### src/rtl/ex_operand_stage_pkg.sv
// Shared encodings for the execute-stage operand path: ALUOp classes,
// ALU control codes and the funct3 values the ALU-control decode recognises.
package ex_operand_stage_pkg;

  typedef enum logic [1:0] {
    ALUOP_MEM = 2'b00,
    ALUOP_BR  = 2'b01,
    ALUOP_R   = 2'b10,
    ALUOP_I   = 2'b11
  } aluop_e;

  localparam logic [3:0] ALU_AND = 4'b0000;
  localparam logic [3:0] ALU_OR  = 4'b0001;
  localparam logic [3:0] ALU_ADD = 4'b0010;
  localparam logic [3:0] ALU_SUB = 4'b0110;
  localparam logic [3:0] ALU_SLT = 4'b0111;
  localparam logic [3:0] ALU_NOR = 4'b1100;
  localparam logic [3:0] ALU_NOP = 4'b1111;

  localparam logic [2:0] F3_ADD = 3'b000;
  localparam logic [2:0] F3_SLT = 3'b010;
  localparam logic [2:0] F3_OR  = 3'b110;
  localparam logic [2:0] F3_AND = 3'b111;

endpackage

### src/rtl/ex_operand_stage_alu_ctrl_dec.sv
// Combinational ALU-control decode: ALUOp class plus funct3/funct7b5 to the
// 4-bit code consumed by the ALU. Unrecognised functs map to ALU_NOP.
module alu_ctrl_dec
  import ex_operand_stage_pkg::*;
(
  input  logic [1:0] aluOp_i,
  input  logic [2:0] funct3_i,
  input  logic       funct7b5_i,
  output logic [3:0] ctrl_o
);

  always_comb begin
    ctrl_o = ALU_NOP;
    case (aluop_e'(aluOp_i))
      ALUOP_MEM: ctrl_o = ALU_ADD;
      ALUOP_BR:  ctrl_o = ALU_SUB;
      ALUOP_R, ALUOP_I: begin
        case (funct3_i)
          // funct7b5 only selects sub for R-type; for I-type it is immediate bits
          F3_ADD:  ctrl_o = (aluOp_i == ALUOP_R && funct7b5_i) ? ALU_SUB : ALU_ADD;
          F3_AND:  ctrl_o = ALU_AND;
          F3_OR:   ctrl_o = ALU_OR;
          F3_SLT:  ctrl_o = ALU_SLT;
          default: ctrl_o = ALU_NOP;
        endcase
      end
    endcase
  end

endmodule

### src/rtl/ex_operand_stage.sv
// ID/EX pipeline register with ALU-control decode, capture-time WB bypass and
// combinational MEM/WB forwarding onto the ALU operand and store-data outputs.
module ex_operand_stage
  import ex_operand_stage_pkg::*;
#(
  parameter int XLEN = 32,
  parameter int REGW = 5
) (
  input  logic            clk,
  input  logic            rst,
  input  logic            idValid,
  input  logic [XLEN-1:0] idRs1Data,
  input  logic [XLEN-1:0] idRs2Data,
  input  logic [XLEN-1:0] idImm,
  input  logic [REGW-1:0] idRs1,
  input  logic [REGW-1:0] idRs2,
  input  logic [REGW-1:0] idRd,
  input  logic [1:0]      idALUOp,
  input  logic [2:0]      idFunct3,
  input  logic            idFunct7b5,
  input  logic            idALUSrc,
  input  logic            idRegWrite,
  input  logic            stall,
  input  logic            flush,
  input  logic            memRegWrite,
  input  logic [REGW-1:0] memRd,
  input  logic [XLEN-1:0] memALUOut,
  input  logic            wbRegWrite,
  input  logic [REGW-1:0] wbRd,
  input  logic [XLEN-1:0] wbData,
  output logic            exValid,
  output logic [XLEN-1:0] exIn0,
  output logic [XLEN-1:0] exIn1,
  output logic [3:0]      exALUCtrl,
  output logic [XLEN-1:0] exStoreData,
  output logic [REGW-1:0] exRd,
  output logic            exRegWrite
);

  logic            valid_q, valid_d;
  logic            regWrite_q, regWrite_d;
  logic            aluSrc_q, aluSrc_d;
  logic [3:0]      ctrl_q, ctrl_d;
  logic [REGW-1:0] rd_q, rd_d;
  logic [REGW-1:0] rs1_q, rs1_d;
  logic [REGW-1:0] rs2_q, rs2_d;
  logic [XLEN-1:0] rs1Data_q, rs1Data_d;
  logic [XLEN-1:0] rs2Data_q, rs2Data_d;
  logic [XLEN-1:0] imm_q, imm_d;

  logic [3:0]      idCtrl;
  logic [XLEN-1:0] rs1Cap, rs2Cap;
  logic            loadBubble, capture;
  logic [XLEN-1:0] fwdRs1, fwdRs2;

  alu_ctrl_dec u_alu_ctrl_dec (
    .aluOp_i    (idALUOp),
    .funct3_i   (idFunct3),
    .funct7b5_i (idFunct7b5),
    .ctrl_o     (idCtrl)
  );

  // The register file is written at the same edge we capture, so pick up WB directly.
  assign rs1Cap = (wbRegWrite && wbRd != '0 && wbRd == idRs1) ? wbData : idRs1Data;
  assign rs2Cap = (wbRegWrite && wbRd != '0 && wbRd == idRs2) ? wbData : idRs2Data;

  assign loadBubble = flush || (!stall && !idValid);
  assign capture    = !flush && !stall && idValid;

  always_comb begin
    valid_d    = valid_q;
    regWrite_d = regWrite_q;
    aluSrc_d   = aluSrc_q;
    ctrl_d     = ctrl_q;
    rd_d       = rd_q;
    rs1_d      = rs1_q;
    rs2_d      = rs2_q;
    rs1Data_d  = rs1Data_q;
    rs2Data_d  = rs2Data_q;
    imm_d      = imm_q;
    if (loadBubble) begin
      valid_d    = 1'b0;
      regWrite_d = 1'b0;
      aluSrc_d   = 1'b0;
      ctrl_d     = ALU_ADD;
      rd_d       = '0;
      rs1_d      = '0;
      rs2_d      = '0;
      rs1Data_d  = '0;
      rs2Data_d  = '0;
      imm_d      = '0;
    end else if (capture) begin
      valid_d    = 1'b1;
      regWrite_d = idRegWrite;
      aluSrc_d   = idALUSrc;
      ctrl_d     = idCtrl;
      rd_d       = idRd;
      rs1_d      = idRs1;
      rs2_d      = idRs2;
      rs1Data_d  = rs1Cap;
      rs2Data_d  = rs2Cap;
      imm_d      = idImm;
    end
  end

  always_ff @(posedge clk or posedge rst) begin
    if (rst) begin
      valid_q    <= 1'b0;
      regWrite_q <= 1'b0;
      aluSrc_q   <= 1'b0;
      ctrl_q     <= ALU_ADD;
      rd_q       <= '0;
      rs1_q      <= '0;
      rs2_q      <= '0;
      rs1Data_q  <= '0;
      rs2Data_q  <= '0;
      imm_q      <= '0;
    end else begin
      valid_q    <= valid_d;
      regWrite_q <= regWrite_d;
      aluSrc_q   <= aluSrc_d;
      ctrl_q     <= ctrl_d;
      rd_q       <= rd_d;
      rs1_q      <= rs1_d;
      rs2_q      <= rs2_d;
      rs1Data_q  <= rs1Data_d;
      rs2Data_q  <= rs2Data_d;
      imm_q      <= imm_d;
    end
  end

  // MEM is younger than WB, so it wins when both target the same register.
  assign fwdRs1 = (memRegWrite && memRd != '0 && memRd == rs1_q) ? memALUOut :
                  (wbRegWrite  && wbRd  != '0 && wbRd  == rs1_q) ? wbData : rs1Data_q;
  assign fwdRs2 = (memRegWrite && memRd != '0 && memRd == rs2_q) ? memALUOut :
                  (wbRegWrite  && wbRd  != '0 && wbRd  == rs2_q) ? wbData : rs2Data_q;

  assign exValid     = valid_q;
  assign exIn0       = fwdRs1;
  assign exIn1       = aluSrc_q ? imm_q : fwdRs2;
  assign exStoreData = fwdRs2;
  assign exALUCtrl   = ctrl_q;
  assign exRd        = rd_q;
  assign exRegWrite  = regWrite_q & valid_q;

endmodule

### config.mk
export PLATFORM = sky130hd
export DESIGN_NAME = ex_operand_stage
export DESIGN_NICKNAME = d
export VERILOG_FILES = /design/src/rtl/ex_operand_stage_pkg.sv /design/src/rtl/ex_operand_stage_alu_ctrl_dec.sv /design/src/rtl/ex_operand_stage.sv
export SDC_FILE = /design/constraint.sdc
export NUM_CORES = 1
export LEC_CHECK = 0
export BUFFER_PORTS_ARGS = -buffer_cell sky130_fd_sc_hd__buf_2
export CAP_MARGIN = 10
export CORE_ASPECT_RATIO = 0.5
export CORE_UTILIZATION = 50
export DETAILED_ROUTE_END_ITERATION = 7
export PLACE_DENSITY = 0.83
export SYNTH_ARGS = -nofsm -noshare
export SYNTH_HDL_FRONTEND = slang
export SYNTH_HIERARCHICAL = 1
export SYNTH_SLANG_ARGS = --single-unit
export TNS_END_PERCENT = 5
### constraint.sdc
create_clock -name clk -period 9.41 [get_ports clk]
set_clock_uncertainty 0.05 [all_clocks]
set_input_delay 0.941 -clock clk [delete_from_list [all_inputs] [get_ports clk]]
set_output_delay 0.941 -clock clk [all_outputs]
set_load 0.005 [all_outputs]
==> reports/results.tsv <==
stage	metric	value	unit
clock_tree	CTS tree	done	
layout	share of cells above drive strength 1	39.8	%
clock_tree	clk_lat worst skew	0.39	ns
logic_synthesis	post-synthesis sequential area ratio	40.2	%
placement	gp weighted congestion	0.915	
global_routing	remaining global-route overflow	0	
logic_synthesis	cell area after synthesis	7340	um2
floorplanning	DIE AREA	15200	um2
logic_synthesis	post-synthesis xor/xnor area fraction	3.58	%
power	Switch Pwr	396	uW
power	Seq pwr share	38.7	%
logic_synthesis	syn avg cell area	9.18	um2
power	clock share of power	45.1	%
critical_path	Critical Path Max Stage Delay	0.99	ns
logic_synthesis	Synth top area share	39.9	%
detailed_routing	vias after detailed routing	7544	
clock_tree	htree depth	4	
critical_path	WP data required	8.42	ns
critical_path	Worst Setup SP	memRd[1]	
sta	Setup-failing EPs final	0	
power	switch share	28.3	%
global_routing	number of global-route vias before repair	7460	
logic_synthesis	adder-cell share of the synthesized area	0	%
placement	detailed placement HPWL	16.9	mm
floorplanning	die outline width	173	um
detailed_routing	Avg WL per Cell	19.6	um
global_routing	met3 usage	5.51	%
layout	Filler cells	1182	
clock_tree	register clock-pin slew on the reported worst setup and hold paths	0.06	ns
layout	Layout Nets	1258	
detailed_routing	Post-route DRC	0	
clock_tree	# resized after CTS	0	
logic_synthesis	Yosys cell types	41	
clock_tree	setup bufs post-CTS	0	
clock_tree	Root Driver	clkbuf_16	
layout	Sequential Area	2960	um2
global_routing	global-route wire length before repair	38.5	mm
clock_tree	Hold Buf Count CTS	0	
critical_path	crit end category	output pin	
placement	placed instance count	1231	
sta	TNS Setup	0	ns
sta	fin crit period	5.25	ns
logic_synthesis	mux contribution to synthesized area	13.8	%
floorplanning	Core ar.	13900	um2
power	P_leak	0.00440	uW
logic_synthesis	compound-gate portion of the synthesized area	21.8	%
floorplanning	Top Ports	307	
placement	PortBufs	306	
floorplanning	row cnt	30	
detailed_routing	Via density	5.97	
critical_path	Slowest cell on crit path	or2_2	
critical_path	reg2reg start	aluSrc_q	
sta	pins over their slew limit	0	
global_routing	most crowded layer after global routing	met2	
detailed_routing	drt total wl	24.8	mm
global_routing	Total GRT Usage	32.2	%
logic_synthesis	simple-gate share of the synthesized area	15.4	%
logic_synthesis	main combinational cell family by area after synthesis	compound AO/OA/AOI/OAI gates	
logic_synthesis	Yosys warnings	6	
run_status	status	finished clean	
sta	Fmax	191	MHz
sta	fin crit share	55.8	%
critical_path	crit path launch type	primary input	
critical_path	Top cell by count, worst path	buf_2	
logic_synthesis	Synth area leaders	dfrtp_1, mux2i_1, nand2_1	
critical_path	CP arrival	4.26	ns
floorplanning	die height	87.7	um
global_routing	met2 usage	54.3	%
power	combinational share of power	16.2	%
clock_tree	clock sinks	118	
sta	Worst-Margin Slew	1.18	ns
critical_path	CP Max Fanout	33	
worst_hold_path	worst hold path startpoint	exALUCtrl[1]	
sta	unrepaired setup endpoints after global routing	false	
worst_hold_path	HP Class	flop to flop	
layout	area grow syn2layout	28.6	%
flow_run	Max Cap Viol	0	
global_routing	met1 usage	41.8	%
sta	Slew HR	21.3	%
logic_synthesis	syn nets	1000	
logic_synthesis	#FFs+latches synth	118	
power	power per standard cell area	148	nW/um2
power	Max rail drop VDD	0.000146	V
logic_synthesis	largest area contributor in the netlist	dfrtp_1	
sta	Final Hold Fails	0	
global_routing	initial antenna violation count	1	
critical_path	crit-path cells	buf_2, or4_4, o211ai_4, or2_2, a31oi_2, mux2_2, buf_2	
clock_tree	Longest Clk Path Bufs	2	
layout	multi-input logic area	4040	um2
clock_tree	total CTS buffers	17	
layout	Finished Layout Cells	1264	
critical_path	Crit Path Category	primary input to output pin	
detailed_routing	number of routed nets with antenna violations	0	
detailed_routing	Initial DRC Count	554	
power	internal cell power	1000	uW
floorplanning	Initial Utilization	52.7	%
logic_synthesis	cell count after synthesis	800	
detailed_routing	drt pass-1 iters	5	
global_routing	largest net degree at the start of global routing	81	
==> kinds of logic (layout without fill, tap and decap cells) <==
group / Yosys count / in the layout
and+or+nand+nor: 252 / 252
AOI/OAI and AO/OA: 222 / 222
DFF: 118 / 118
muxes: 97 / 97
buffers and inverters: 81 / 352
xor gates and xnor gates: 30 / 30
other: 0 / 1
==> through the flow <==
step	total power (uW)	cell area [um2]	hold slack (ns)	setup slack (ns)	util, %
6_report	1400	9440	0.408	4.16	67.8
3_3_place_gp	768	8860	0.398	4.39	63.6
2_1_floorplan	665	7340	0.394	5.29	-
5_1_grt	1450	9440	0.418	4.08	67.8
4_1_cts	1400	9440	0.410	4.23	67.8
3_5_place_dp	774	8860	0.399	4.25	63.6
==> metal layers <==
layer | vias up | wire [um]
li1 | 3408 | -
met4 | 0 | 606
met5 | - | 0
met1 | 3698 | 10600
met2 | 385 | 11800
met3 | 53 | 1790
==> cells in the mapped netlist <==
| cell | count |
|---|---|
| nand2_1 | 133 |
| dfrtp_1 | 117 |
| mux2i_1 | 65 |
| o21ai_1 | 55 |
| a22o_1 | 52 |
| clkbuf_1 | 50 |
| o21ai_0 | 42 |
| a31oi_1 | 37 |
| nand3_1 | 37 |
| nor2_1 | 34 |
| mux2_2 | 32 |
| nor3_1 | 32 |
| a31oi_2 | 27 |
| xnor2_1 | 17 |
| buf_2 | 15 |
| xor2_1 | 13 |
| buf_6 | 7 |
| inv_1 | 4 |
| and2_1 | 3 |
| buf_4 | 3 |
| buf_1 | 2 |
| nor4_4 | 2 |
| o211ai_2 | 2 |
| or4_4 | 2 |
| a2111oi_2 | 1 |
| a21oi_1 | 1 |
| and3_1 | 1 |
| dfstp_2 | 1 |
| nand4_1 | 1 |
| nor2b_1 | 1 |
| nor4_1 | 1 |
| nor4b_2 | 1 |
| o211a_1 | 1 |
| o211a_2 | 1 |
| o21a_1 | 1 |
| o21ai_2 | 1 |
| o22ai_1 | 1 |
| or2_1 | 1 |
| or3_1 | 1 |
| or4_1 | 1 |
| or4b_4 | 1 |
==> final timing paths <==
| kind | slack [ns] | cells after the start | endpoint |
|---|---|---|---|
| max in group asynchronous | 7.30 | 3 | aluSrc_q |
| setup / recovery | 4.16 | 7 | exIn1[16] |
| hold reg to reg | 0.41 | 2 | exALUCtrl[1] |
| setup reg to reg | 8.07 | 1 | aluSrc_q |
| min in group asynchronous | 0.51 | 2 | exRd[4] |
| hold / removal | 0.41 | 2 | exALUCtrl[1] |
==> power by group through the flow <==
stage	combinational [uW]	clock [uW]	sequential [uW]
final	227	632	541
after global placement	220	0	548
after global routing	245	663	543
after CTS	226	637	541
after detailed placement	225	0	550
after floorplan	121	0	544
==> layout by cell type, fill, tap and decap left out, types with 32 or more instances in the layout <==
| master | count |
|---|---|
| buf_2 | 306 |
| nand2_1 | 132 |
| dfrtp_1 | 116 |
| mux2i_1 | 65 |
| o21ai_1 | 55 |
| a22o_1 | 52 |
| o21ai_0 | 42 |
| nand3_1 | 37 |
| a31oi_1 | 37 |
| nor2_1 | 34 |
| nor3_1 | 32 |
| mux2_2 | 32 |
==> cell type report <==
type | instances | area share [%]
multi-input combinational | 601 | 42.8
antenna | 1 | 0.0265
inverter | 4 | 0.186
tap | 192 | 2.55
clock inverter | 13 | 1.31
sequential | 118 | 31.3
timing repair buffer | 316 | 17.0
clock buffer | 19 | 4.80
==> worst max-delay path, delay by kind of cell <==
family	cells	cell delay [ns]
compound gates	2	1.15
buf+inv	2	0.24
simple gates	2	1.54
mux	1	0.33
==> flip-flops by register name, indices dropped and copies added (netlist names), 4 cells and up <==
name / flops
rs1Data_q: 32
rs2_q: 5
exRd: 5
rs2Data_q: 32
imm_q: 32
exALUCtrl: 4
rs1_q: 5
No activity file was read; power rests on OpenSTA's default activity.
